### src/rtl/vram_access_arbiter.sv
// rtl/vram_access_arbiter.sv - VRAM port sharing: fixed scan-out slots plus round-robin UI clients
module vram_access_arbiter #(
  parameter int CNTR_WIDTH_H = 11,
  parameter int CNTR_WIDTH_V = 10,
  parameter int NUM_CLIENTS  = 4,
  parameter int ADDR_WIDTH   = 13,
  parameter int DATA_WIDTH   = 8,
  parameter int COLS         = 100,
  parameter int ROWS         = 75
) (
  input  logic                              VGA_CLK,
  input  logic                              RESET_N,
  input  logic [CNTR_WIDTH_H-1:0]           counter_x,
  input  logic [CNTR_WIDTH_V-1:0]           counter_y,
  input  logic [NUM_CLIENTS-1:0]            cli_req,
  input  logic [NUM_CLIENTS-1:0]            cli_we,
  input  logic [NUM_CLIENTS*ADDR_WIDTH-1:0] cli_addr,
  input  logic [NUM_CLIENTS*DATA_WIDTH-1:0] cli_wdata,
  output logic [NUM_CLIENTS-1:0]            cli_gnt,
  output logic [NUM_CLIENTS-1:0]            cli_rvalid,
  output logic [DATA_WIDTH-1:0]             cli_rdata,
  output logic [ADDR_WIDTH-1:0]             mem_addr,
  output logic                              mem_we,
  output logic [DATA_WIDTH-1:0]             mem_wdata,
  input  logic [DATA_WIDTH-1:0]             mem_rdata,
  output logic [DATA_WIDTH-1:0]             scan_data,
  output logic                              scan_valid
);

  localparam int PTR_W = (NUM_CLIENTS > 1) ? $clog2(NUM_CLIENTS) : 1;
  localparam int H_VIS = COLS * 8;
  localparam int V_VIS = ROWS * 8;

  logic [PTR_W-1:0]       rr_ptr;
  logic [NUM_CLIENTS-1:0] eligible, upper, hi_req, sel_onehot;
  logic [PTR_W-1:0]       hi_idx, lo_idx, sel_idx, next_ptr;
  logic                   hi_any, lo_any, grant, scan_slot, sel_we;
  logic [ADDR_WIDTH-1:0]  scan_addr, sel_addr;
  logic [DATA_WIDTH-1:0]  sel_wdata;

  logic                   t1_valid, t1_scan, t2_valid, t2_scan;
  logic [PTR_W-1:0]       t1_idx, t2_idx;

  always_comb begin
    scan_slot = (counter_x[2:0] == 3'd0) &&
                (counter_x < CNTR_WIDTH_H'(H_VIS)) &&
                (counter_y < CNTR_WIDTH_V'(V_VIS));
    scan_addr = ADDR_WIDTH'(counter_y >> 3) * ADDR_WIDTH'(COLS) + ADDR_WIDTH'(counter_x >> 3);

    // Last cycle's grantee is masked so it cannot win again before it sees cli_gnt.
    eligible = cli_req & ~cli_gnt;
    for (int k = 0; k < NUM_CLIENTS; k++) begin
      upper[k] = (PTR_W'(k) >= rr_ptr);
    end
    hi_req = eligible & upper;
    hi_any = |hi_req;
    lo_any = |eligible;
    hi_idx = '0;
    lo_idx = '0;
    for (int k = NUM_CLIENTS - 1; k >= 0; k--) begin
      if (hi_req[k])   hi_idx = PTR_W'(k);
      if (eligible[k]) lo_idx = PTR_W'(k);
    end
    sel_idx  = hi_any ? hi_idx : lo_idx;
    grant    = !scan_slot && lo_any;
    next_ptr = (sel_idx == PTR_W'(NUM_CLIENTS - 1)) ? '0 : sel_idx + 1'b1;

    sel_onehot = '0;
    sel_addr   = '0;
    sel_wdata  = '0;
    sel_we     = 1'b0;
    for (int k = 0; k < NUM_CLIENTS; k++) begin
      if (PTR_W'(k) == sel_idx) begin
        sel_onehot[k] = grant;
        sel_addr      = cli_addr[k*ADDR_WIDTH +: ADDR_WIDTH];
        sel_wdata     = cli_wdata[k*DATA_WIDTH +: DATA_WIDTH];
        sel_we        = cli_we[k];
      end
    end
  end

  always_ff @(posedge VGA_CLK or negedge RESET_N) begin
    if (!RESET_N) begin
      rr_ptr     <= '0;
      cli_gnt    <= '0;
      cli_rvalid <= '0;
      cli_rdata  <= '0;
      mem_addr   <= '0;
      mem_we     <= 1'b0;
      mem_wdata  <= '0;
      scan_data  <= '0;
      scan_valid <= 1'b0;
      t1_valid   <= 1'b0;
      t1_scan    <= 1'b0;
      t1_idx     <= '0;
      t2_valid   <= 1'b0;
      t2_scan    <= 1'b0;
      t2_idx     <= '0;
    end else begin
      cli_gnt  <= sel_onehot;
      mem_we   <= 1'b0;
      t1_valid <= 1'b0;
      t1_scan  <= 1'b0;
      t1_idx   <= sel_idx;
      if (scan_slot) begin
        mem_addr <= scan_addr;
        t1_valid <= 1'b1;
        t1_scan  <= 1'b1;
      end else if (grant) begin
        mem_addr  <= sel_addr;
        mem_we    <= sel_we;
        mem_wdata <= sel_wdata;
        t1_valid  <= !sel_we;
        rr_ptr    <= next_ptr;
      end

      t2_valid <= t1_valid;
      t2_scan  <= t1_scan;
      t2_idx   <= t1_idx;

      // mem_rdata belongs to the access tagged in stage 2.
      scan_valid <= t2_valid && t2_scan;
      if (t2_valid && t2_scan) scan_data <= mem_rdata;
      cli_rvalid <= '0;
      if (t2_valid && !t2_scan) begin
        cli_rvalid <= NUM_CLIENTS'(1) << t2_idx;
        cli_rdata  <= mem_rdata;
      end
    end
  end

endmodule

### config.mk
export PLATFORM = sky130hd
export DESIGN_NAME = vram_access_arbiter
export DESIGN_NICKNAME = d
export VERILOG_FILES = /design/src/rtl/vram_access_arbiter.sv
export SDC_FILE = /design/constraint.sdc
export NUM_CORES = 1
export LEC_CHECK = 0
export ABC_AREA = 1
export BUFFER_PORTS_ARGS = -buffer_cell sky130_fd_sc_hd__buf_4
export CAP_MARGIN = 20
export CORE_ASPECT_RATIO = 0.75
export CORE_MARGIN = 2
export CORE_UTILIZATION = 25
export CTS_CLUSTER_DIAMETER = 80
export CTS_CLUSTER_SIZE = 24
export DETAILED_ROUTE_END_ITERATION = 12
export PLACE_DENSITY = 0.51
export SETUP_SLACK_MARGIN = 0.15
export SLEW_MARGIN = 0
export SYNTH_ARGS = -nofsm -noshare
export SYNTH_HDL_FRONTEND = slang
export SYNTH_SLANG_ARGS = --single-unit
export TNS_END_PERCENT = 50
### constraint.sdc
create_clock -name VGA_CLK -period 3.2 [get_ports VGA_CLK]
set_input_delay 0 -clock VGA_CLK [delete_from_list [all_inputs] [get_ports VGA_CLK]]
set_output_delay 0 -clock VGA_CLK [all_outputs]
set_load 0.1 [all_outputs]
==> reports/results.ini <==
[worst_setup_path]
critical-path-top-delay-family=adder cells
worstPathMaxFanout=5
worst-path-stages=18
reg2reg_depth=13
slowest_stage=fa_1
critPathKind=primary input to flop
critical_path.cell_chain=buf_4 > inv_1 > ha_1 > inv_1 > ha_1 > ha_1 > inv_1 > fa_1 > inv_1 > ha_1 > nand2_1 > nor3_1 > nor2_1 > nor2_2 > nand3_1 > nand2_1 > nand3_1 > a21oi_1
worst-path-buf-inv=5
crit_path_max_incr_delay_ns=0.53
cp-end-kind=flop
critPathLaunchType=primary input
worstPathRequired_ns=3.45
cp_data_arrival_time_ns=2.86

[sta]
final_max_slew_viol_count=0
relSlewSlack_pct=49.73
fin_crit_sh_pct=81.78
grt_setup_unrepaired=false
final_hold_viol_count=0
clock-skew-final_ns=0.002508
tns_ns=0
finalCriticalPeriod_ns=2.617
tightest_slew_ns=0.7541
setup_viol=0
max_freq_ghz=0.3821
whs_ns=0.02456

[placement]
dp.final_hpwl_um=9698
routabilityCongestion=0.8143
placed_cell_area_mm2=0.005380
portBuffers=166
dp_cells=876

[clocking]
cts_tree=built
cts_buffers=9
cts_sinks=57
post_cts_buffers=0
insertion_delay_ns=0.32
htreeDepth=3
cts_buffer_depth=2
path_clk_slew_ns=0.05
ctsRootBufferMaster=clkbuf_16

[pwr]
leakage_uw=0.003106
peakVddDrop_mv=0.5211
finalPower_uw=6631
power.density_mw_per_mm2=1117

[routing]
drtAntennaViolNets=0
route.detailed.drc=0
vias_per_cell=4.435
drt_pass1_iterations=5
wirelength_um=12170
wire_per_inst_um=13.26
drtIter0Drc=166
routed-via-count=4071

[die]
die_h_um=112.9
coreArea_mm2=0.01537
num_rows=39
design.die.area_mm2=0.01685
die_x_um=149.2
ios=170
initial_utilization_pct=25.72

[logic_synthesis]
synth_cells=520
ys_ff_latch=57
syn_nets=682
seq_area_frac_synth_pct=36.08
synthDistinctLibCells=38
synth_area_mm2=0.003954
synth_area_per_cell_um2=7.603
yosys_warnings=0

[flow_run]
maxCapViolations=0

[cells_and_area]
stdcell_count=918
final_common_cell=buf_4
most-common-layout-cells=buf_4 (170), nand2_1 (149), inv_1 (65)
layout-drive-gt1-share_pct=27.63
areaGrowthSynthToFinish_pct=50.19
antennaDiodeCount=0
final_area_mm2=0.005938
finalNetCount=871

[min_path]
holdCritPathClass=primary input to flop
whs_path_depth=4

[run_status]
status=finished clean

[global_routing]
gr-total-overflow=0
gr-usage-all-layers_pct=14.80
grt_use_met2_pct=25.22
antenna_found_initial=0
use_met1_pct=18.83
met3_usage_pct=4.315
grt_pass1_wl_um=19870
top_usage_layer=met2
first_global_vias=4071
grt_max_degree=58

repair_timing:
item                       in CTS  in global routing
hold endpoints to repair       88                  0
resized for setup               0                  1
setup endpoints to repair       0                  1
hold buffers                   27                  0
flip-flops by register name, indices dropped and copies added (netlist names):
signal      cells
cli_rvalid      4
cli_rdata       8
scan_valid      1
mem_addr       13
rr_ptr          2
t1_valid        1
t2_scan         1
scan_data       8
mem_we          1
mem_wdata       8
t2_idx          2
cli_gnt         4
t1_scan         1
t2_valid        1
t1_idx          2
power breakdown:
group	leakage, uW	internal [uW]	total (uW)	switching [uW]
combinational	0.00226	1120	4460	3350
clock	0.000137	592	911	319
sequential	0.000706	1060	1260	194
cell type report:
type,instances,area (um^2)
Sequential cell,57,1426
Multi-Input combinational cell,376,2166
Timing Repair Buffer,197,1546
Inverter,68,257.7
Clock buffer,9,225.2
Tap cell,205,256.5
Fill cell,1607,9433
Clock inverter,6,60.06
worst reg2reg max path: stages (launching register included):
cell and delay (ns):
dfrtp_1 0.37, inv_1 0.05, nand2_1 0.09, a21oi_1 0.19
nor2_1 0.09, o31ai_1 0.08, nand3_1 0.17, inv_1 0.14
ha_2 0.38, inv_1 0.21, o21ai_0 0.29, o21ai_0 0.10
o21ai_0 0.19, a21oi_1 0.09
path summary, 6_finish.rpt:
kind	startpoint	end	slack (ns)
min in group asynchronous	RESET_N	cli_rdata[3]	0.29
max in group asynchronous	RESET_N	mem_addr[4]	2.41
setup reg to reg	cli_gnt[2]	mem_addr[12]	0.64
hold / removal	cli_we[3]	t1_valid	0.02
setup / recovery	counter_y[5]	mem_addr[12]	0.58
hold reg to reg	t1_idx[0]	t2_idx[0]	0.35
per-layer routing:
| layer | wire, um | vias up |
|---|---|---|
| li1 | - | 2094 |
| met1 | 5677 | 1849 |
| met2 | 5718 | 122 |
| met3 | 714 | 6 |
| met4 | 61 | 0 |
| met5 | 0 | - |
synth_stat cells:
master / n / share of area (%)
nand2_1: 149 / 14
inv_1: 65 / 6.2
dfrtp_1: 57 / 36
o21ai_0: 41 / 5.2
nand3_1: 40 / 5.1
ha_1: 36 / 11
nor2_1: 23 / 2.2
a22oi_1: 17 / 3.2
a21oi_1: 16 / 2.0
clkbuf_1: 9 / 0.85
nand4_1: 9 / 1.4
o211ai_1: 8 / 1.5
nor3_1: 7 / 0.89
buf_2: 4 / 0.51
buf_6: 3 / 0.85
fa_1: 3 / 1.5
o31ai_1: 3 / 0.57
xnor2_1: 3 / 0.66
xor2_1: 3 / 0.66
buf_4: 2 / 0.38
nand2_4: 2 / 0.57
nand3b_1: 2 / 0.38
o2111ai_1: 2 / 0.44
o21ai_1: 2 / 0.25
buf_1: 1 / 0.095
clkinv_1: 1 / 0.095
inv_2: 1 / 0.095
inv_4: 1 / 0.16
nand2_8: 1 / 0.51
nand2b_1: 1 / 0.16
nand3_2: 1 / 0.25
nand4_2: 1 / 0.32
nor2_2: 1 / 0.16
nor2_4: 1 / 0.28
nor3_4: 1 / 0.41
o21bai_1: 1 / 0.19
or2_1: 1 / 0.16
or2_2: 1 / 0.16
per-stage QoR:
step / util (%) / setup slack, ns
after floorplan: - / 0.5103
after global placement: 35.00 / 0.2964
after detailed placement: 35.00 / 0.2693
after CTS: 38.62 / 0.3672
after global routing: 38.63 / 0.3239
final: 38.63 / 0.5830
logic make-up after synthesis:
family,synth area share [%]
AOI/OAI and AO/OA,13.42
xor gates and xnor gates,1.329
adders and majority gates,12.91
buffers and inverters,9.208
DFF,36.08
and+or+nand+nor,27.06
Note: power is estimated with default switching activity, not from simulation.
